[config.mk]
export PLATFORM = sky130hd
export DESIGN_NAME = multicycle_control_unit
export DESIGN_NICKNAME = d
export VERILOG_FILES = /design/src/rtl/multicycle_control_unit.sv
export SDC_FILE = /design/constraint.sdc
export NUM_CORES = 1
export LEC_CHECK = 0
export BUFFER_PORTS_ARGS = -buffer_cell sky130_fd_sc_hd__buf_2
export CELL_PAD_IN_SITES_DETAIL_PLACEMENT = 1
export CELL_PAD_IN_SITES_GLOBAL_PLACEMENT = 1
export CORE_ASPECT_RATIO = 1.75
export CORE_UTILIZATION = 35
export DETAILED_ROUTE_END_ITERATION = 6
export PLACE_DENSITY = 0.75
export SLEW_MARGIN = 20
export SYNTH_ARGS = -nofsm -noshare
export SYNTH_HDL_FRONTEND = slang
export SYNTH_SLANG_ARGS = --single-unit
[constraint.sdc]
create_clock -name clk -period 2.05 [get_ports clk]
set_input_delay 0.1025 -clock clk [delete_from_list [all_inputs] [get_ports clk]]
set_output_delay 0.1025 -clock clk [all_outputs]
set_load 0.02 [all_outputs]
[src/rtl/multicycle_control_unit.sv]
`default_nettype none
// ============================================================================
//  Module      : multicycle_control_unit
//  Description : Main-decoder FSM for the multi-cycle RV32I core; sequences
//                fetch/decode/execute/memory/writeback and counts retirements.
//  Revision    : 1.0
// ============================================================================
module multicycle_control_unit #(
    parameter int ALU_CTRL_W = 3,
    parameter int BRANCH_EXT = 0,
    parameter int CNT_W      = 32
) (
    input  logic                  clk,
    input  logic                  reset,
    input  logic [6:0]            op,
    input  logic [2:0]            func3,
    input  logic                  func7_5,
    input  logic                  ZeroFlag,
    input  logic                  LtFlag,
    input  logic                  mem_ready,
    output logic                  PCWrite,
    output logic                  AdrSrc,
    output logic                  IRWrite,
    output logic                  MemWrite,
    output logic                  RegWrite,
    output logic [1:0]            ALUSrcA,
    output logic [1:0]            ALUSrcB,
    output logic [1:0]            ResultSrc,
    output logic [ALU_CTRL_W-1:0] ALUcontrol,
    output logic [2:0]            ImmSrc,
    output logic                  illegal,
    output logic [CNT_W-1:0]      retired
);

    localparam logic [ALU_CTRL_W-1:0] c_ALU_ADD = ALU_CTRL_W'(3'b000);
    localparam logic [ALU_CTRL_W-1:0] c_ALU_SUB = ALU_CTRL_W'(3'b001);
    localparam logic [ALU_CTRL_W-1:0] c_ALU_AND = ALU_CTRL_W'(3'b010);
    localparam logic [ALU_CTRL_W-1:0] c_ALU_OR  = ALU_CTRL_W'(3'b011);
    localparam logic [ALU_CTRL_W-1:0] c_ALU_SLT = ALU_CTRL_W'(3'b101);

    typedef enum logic [3:0] {
        S_FETCH    = 4'd0,
        S_DECODE   = 4'd1,
        S_MEMADR   = 4'd2,
        S_MEMREAD  = 4'd3,
        S_MEMWB    = 4'd4,
        S_MEMWRITE = 4'd5,
        S_EXEC_R   = 4'd6,
        S_EXEC_I   = 4'd7,
        S_ALUWB    = 4'd8,
        S_BRANCH   = 4'd9,
        S_JAL      = 4'd10,
        S_JALR     = 4'd11,
        S_JALR_WB  = 4'd12,
        S_LUI_WB   = 4'd13,
        S_TRAP     = 4'd14
    } state_t;

    state_t                  r_state;
    state_t                  w_next;
    logic                    r_illegal;
    logic [CNT_W-1:0]        r_retired;
    logic                    w_br_legal;
    logic                    w_br_taken;
    logic [ALU_CTRL_W-1:0]   w_alu_op;
    logic                    w_pcwrite;
    logic                    w_irwrite;
    logic                    w_memwrite;
    logic                    w_regwrite;

    // Unsigned-compare branches (bltu/bgeu) are not supported and trap.
    always_comb begin
        w_br_legal = (func3 == 3'b000) ||
                     ((BRANCH_EXT != 0) && (func3 == 3'b001 || func3 == 3'b100 || func3 == 3'b101));
        case (func3)
            3'b000:  w_br_taken = ZeroFlag;
            3'b001:  w_br_taken = ~ZeroFlag;
            3'b100:  w_br_taken = LtFlag;
            3'b101:  w_br_taken = ~LtFlag;
            default: w_br_taken = 1'b0;
        endcase
    end

    always_comb begin
        case (func3)
            3'b000:  w_alu_op = (r_state == S_EXEC_R && func7_5) ? c_ALU_SUB : c_ALU_ADD;
            3'b010:  w_alu_op = c_ALU_SLT;
            3'b110:  w_alu_op = c_ALU_OR;
            3'b111:  w_alu_op = c_ALU_AND;
            default: w_alu_op = c_ALU_ADD;
        endcase
    end

    always_comb begin
        w_next = r_state;
        case (r_state)
            S_FETCH:    w_next = mem_ready ? S_DECODE : S_FETCH;
            S_DECODE: begin
                case (op)
                    7'b0000011,
                    7'b0100011: w_next = S_MEMADR;
                    7'b0110011: w_next = S_EXEC_R;
                    7'b0010011: w_next = S_EXEC_I;
                    7'b1100011: w_next = S_BRANCH;
                    7'b1101111: w_next = S_JAL;
                    7'b1100111: w_next = S_JALR;
                    7'b0110111: w_next = S_LUI_WB;
                    default:    w_next = S_TRAP;
                endcase
            end
            S_MEMADR:   w_next = op[5] ? S_MEMWRITE : S_MEMREAD;
            S_MEMREAD:  w_next = mem_ready ? S_MEMWB : S_MEMREAD;
            S_MEMWB:    w_next = S_FETCH;
            S_MEMWRITE: w_next = mem_ready ? S_FETCH : S_MEMWRITE;
            S_EXEC_R,
            S_EXEC_I,
            S_JAL:      w_next = S_ALUWB;
            S_ALUWB:    w_next = S_FETCH;
            S_BRANCH:   w_next = w_br_legal ? S_FETCH : S_TRAP;
            S_JALR:     w_next = S_JALR_WB;
            S_JALR_WB,
            S_LUI_WB:   w_next = S_FETCH;
            default:    w_next = S_TRAP;
        endcase
    end

    always_ff @(posedge clk) begin
        if (reset) begin
            r_state   <= S_FETCH;
            r_illegal <= 1'b0;
            r_retired <= '0;
        end else begin
            r_state <= w_next;
            if (w_next == S_TRAP)
                r_illegal <= 1'b1;
            if (w_next == S_FETCH && r_state != S_FETCH)
                r_retired <= r_retired + 1'b1;
        end
    end

    always_comb begin
        w_pcwrite  = 1'b0;
        w_irwrite  = 1'b0;
        w_memwrite = 1'b0;
        w_regwrite = 1'b0;
        AdrSrc     = 1'b0;
        ALUSrcA    = 2'b00;
        ALUSrcB    = 2'b00;
        ResultSrc  = 2'b00;
        ALUcontrol = c_ALU_ADD;
        case (r_state)
            S_FETCH: begin
                ALUSrcB   = 2'b10;
                ResultSrc = 2'b10;
                w_irwrite = mem_ready;
                w_pcwrite = mem_ready;
            end
            S_DECODE: begin
                ALUSrcA = 2'b01;
                ALUSrcB = 2'b01;
            end
            S_MEMADR: begin
                ALUSrcA = 2'b10;
                ALUSrcB = 2'b01;
            end
            S_MEMREAD:  AdrSrc = 1'b1;
            S_MEMWB: begin
                ResultSrc  = 2'b01;
                w_regwrite = 1'b1;
            end
            S_MEMWRITE: begin
                AdrSrc     = 1'b1;
                w_memwrite = 1'b1;
            end
            S_EXEC_R: begin
                ALUSrcA    = 2'b10;
                ALUcontrol = w_alu_op;
            end
            S_EXEC_I: begin
                ALUSrcA    = 2'b10;
                ALUSrcB    = 2'b01;
                ALUcontrol = w_alu_op;
            end
            S_ALUWB:    w_regwrite = 1'b1;
            S_BRANCH: begin
                ALUSrcA    = 2'b10;
                ALUcontrol = func3[2] ? c_ALU_SLT : c_ALU_SUB;
                w_pcwrite  = w_br_legal & w_br_taken;
            end
            S_JAL: begin
                ALUSrcA   = 2'b01;
                ALUSrcB   = 2'b10;
                w_pcwrite = 1'b1;
            end
            S_JALR: begin
                ALUSrcA   = 2'b10;
                ALUSrcB   = 2'b01;
                ResultSrc = 2'b10;
                w_pcwrite = 1'b1;
            end
            S_JALR_WB: begin
                ALUSrcA    = 2'b01;
                ALUSrcB    = 2'b10;
                ResultSrc  = 2'b10;
                w_regwrite = 1'b1;
            end
            S_LUI_WB: begin
                ResultSrc  = 2'b11;
                w_regwrite = 1'b1;
            end
            default: ;
        endcase
    end

    always_comb begin
        case (op)
            7'b0100011: ImmSrc = 3'b001;
            7'b1100011: ImmSrc = 3'b010;
            7'b0110111: ImmSrc = 3'b011;
            7'b1101111: ImmSrc = 3'b100;
            default:    ImmSrc = 3'b000;
        endcase
    end

    // Write enables are held off for the whole reset cycle, whatever the state.
    assign PCWrite  = w_pcwrite  & ~reset;
    assign IRWrite  = w_irwrite  & ~reset;
    assign MemWrite = w_memwrite & ~reset;
    assign RegWrite = w_regwrite & ~reset;
    assign illegal  = r_illegal;
    assign retired  = r_retired;

endmodule
`default_nettype wire
==> results.cfg <==
[layout]
final-instance-count-excl-fill = 572
diodes = 0
drive_gt1_share_pct = 55.3
area_growth_pct = 72.4
nets = 502
fill_cells = 862
fin_util_pct = 61.9

[sta]
setup_viol = 35
finalClockSkew_ps = 9.12
max_freq_mhz = 446
fin_crit_sh_pct = 109
relSlewSlack_pct = 51.8
rsz0062_at_grt = yes
timing.final.ws_setup_ps = -193
slew_viol_final = 0
fin_crit_ps = 2240
worstMarginPinSlew_ps = 718
holdWs_ps = 390
finalHoldViolCount = 0

[yosys]
synthXorXnorAreaFrac_pct = 0.340
synth_cells = 325
synth_area_mm2 = 0.00258
synth-compound-area-share_pct = 23.4
synth_adder_area_share_pct = 0.485
yosys.area_share.simple_pct = 38.4
synthTopCellsByArea = dfxtp_1 (29%), o31ai_1 (7.0%), or4_1 (6.7%)
ys_warn_count = 0
synth.yosys.seq_area_share_pct = 28.7
ys_types = 62
synth-seq-cells = 37
synth_edf_count = 0
async_reset_ff_share_pct = 0
syn_nets = 342
synth_top_family_by_area = simple AND/OR/NAND/NOR gates
synth_flop_cell = dfxtp_1
yosys-mux-area-fraction_pct = 3.01
synth_top_area_share_pct = 28.7
synth_top_area_cell = dfxtp_1
avgSynthCellArea_um2 = 7.93

[grt]
grt_first_pass_wirelength_um = 17700
grt_antenna_before_repair = 0
grt_overflow = 0
first_global_vias = 3564
grt_max_degree = 33
grt_usage_pct = 30.8

[clocking]
cts_sinks = 37
numCtsBuffers = 5
cts_tree = yes
cts_root_buffer = clkbuf_16
ctsHtreeMaxLevel = 2
ctsHoldBuffers = 0
clock_path_buffers = 2
clk_pin_slew_worst_paths_ps = 60
clk_latency_ps = 300

[die]
die_w_um = 66.9
die_h_um = 116
core-area_mm2 = 0.00718
start_util_pct = 35.9
ios = 66
fp-row-count = 41
die-area_mm2 = 0.00773

[critical_path]
start_kind = flip-flop
crit_arrival_ps = 2460
required_ps = 2270
critPathKind = reg -> reg
crit_family = compound AO/OA/AOI/OAI gates
cpPeakStageDelay_ps = 600
path_buf_inv = 3
critPathMaxFanout = 6
endpoint_kind = flip-flop
cp_slowest_cell = or4b_4
cp_cell_sequence = or4b_4, buf_6, o211ai_1, buf_4, buf_12, o31ai_2, a21oi_2

[run]
drv_cap = 0

[run_status]
violations = negative setup slack
outcome = finished, violations left

[power_and_ir_drop]
power.total_uw = 2930
p_leak_uw = 0.00185
powerDensity_mw_per_mm2 = 659
peakVddDrop_mv = 0.510

[detailed_routing]
ant_nets = 0
first_iter_violations = 167
drt_wl_total_um = 13300
routed-via-count = 3535
route.detailed.drc = 0
viasPerCell = 6.18
firstDrtPassIters = 4
wl_per_cell_um = 23.3

[placed_design]
place_ws_ps = -223
port_buffers = 64
hpwl_um = 7000
dp_cells = 533
gp_congestion = 0.802

[worst_hold_path]
hold_path.class = in -> reg
worst register-to-register path: cells and delay by family (launching register included):
kind,cells,cell delay (ps)
DFF,1,380
AOI/OAI and AO/OA,3,640
buffers and inverters,3,560
and+or+nand+nor,1,600
state kept, by name (all words and copies together), names as in the netlist:
signal / cells
retired: 32
illegal: 1
r_state: 4
cell usage after synthesis (2+ instances only):
cell	n
a21oi_1	31
a31oi_1	4
and2_1	2
and3_1	6
and4_1	6
buf_1	2
buf_2	8
buf_6	2
clkbuf_1	12
dfxtp_1	37
inv_1	7
mux2_2	6
nand2_1	18
nand2b_1	14
nand3_1	15
nand4_1	11
nor2_1	20
nor2b_1	12
nor3_1	12
nor4b_1	3
o211ai_1	2
o21a_1	3
o21ai_0	5
o22ai_1	2
o31ai_1	24
or3_1	3
or4_1	23
worst paths after layout:
kind	startpoint	end	slack, ps	cells past startpoint
setup reg to reg	r_state[1]	retired[27]	-190	7
hold reg to reg	retired[31]	retired[31]	510	2
hold / removal	reset	retired[31]	390	2
setup / recovery	r_state[1]	retired[27]	-190	7
layout by cell type (no fill, tap or decap), types with 4 or more instances in the layout:
cell type	n
nand2b_4	4
buf_12	5
nand4_1	11
and4_1	6
o21ai_0	4
nand3_1	15
buf_6	13
buf_2	64
inv_1	7
clkbuf_16	6
a31oi_1	4
a21oi_1	20
nor2_1	19
or4_4	14
nor2b_1	10
or4_1	9
nand2b_1	10
o31ai_1	17
buf_4	93
dfxtp_1	29
a21oi_2	11
and3_1	5
o31ai_2	5
dfxtp_4	7
nand2_1	18
nor3_1	9
per-layer routing:
metal  GRT usage (%)  part of all wire, %  vias to the layer above
met5               0                    0                        -
met4            18.9                  5.9                        0
met3            3.54                  3.9                       62
met2            59.2                   55                      155
met1            29.9                   35                     1745
li1                -                    -                     1573
kinds of logic after synthesis:
family,after synthesis
buf+inv,32
fa+ha+maj,1
compound gates,87
flops,37
simple gates,160
xor+xnor,1
mux,7
layout make-up:
| cell class | instances | area, um^2 | share of cell area (%) |
|---|---|---|---|
| inverters | 7 | 26.3 | 0.591 |
| flip-flops and latches | 37 | 768 | 17.3 |
| clock buffers | 6 | 139 | 3.12 |
| well taps | 86 | 108 | 2.42 |
| multi-input cells | 257 | 2070 | 46.5 |
| repair buffers | 177 | 1320 | 29.7 |
| clock inverters | 2 | 13.8 | 0.310 |
what timing repair did:
action | CTS | global route
resized for setup | 44 | 43
endpoints found under the setup margin | 34 | 34
cloned | 4 | 2
setup buffers | 18 | 7
pin swaps | 17 | 15
report_power, final:
part           internal, uW  switching [uW]  total (uW)
Sequential              734            31.4         765
Combinational           660             695        1350
Clock                   484             327         811
Total                  1880            1050        2930
stage by stage:
| stage | cell area [um^2] | setup TNS (ps) |
|---|---|---|
| 2_1_floorplan | 2680 | -224 |
| 3_3_place_gp | 3620 | -2760 |
| 3_5_place_dp | 3620 | -5220 |
| 4_1_cts | 4180 | -1380 |
| 5_1_grt | 4450 | -6580 |
| 6_report | 4450 | -4360 |
Power figures use the tool's default switching activity.
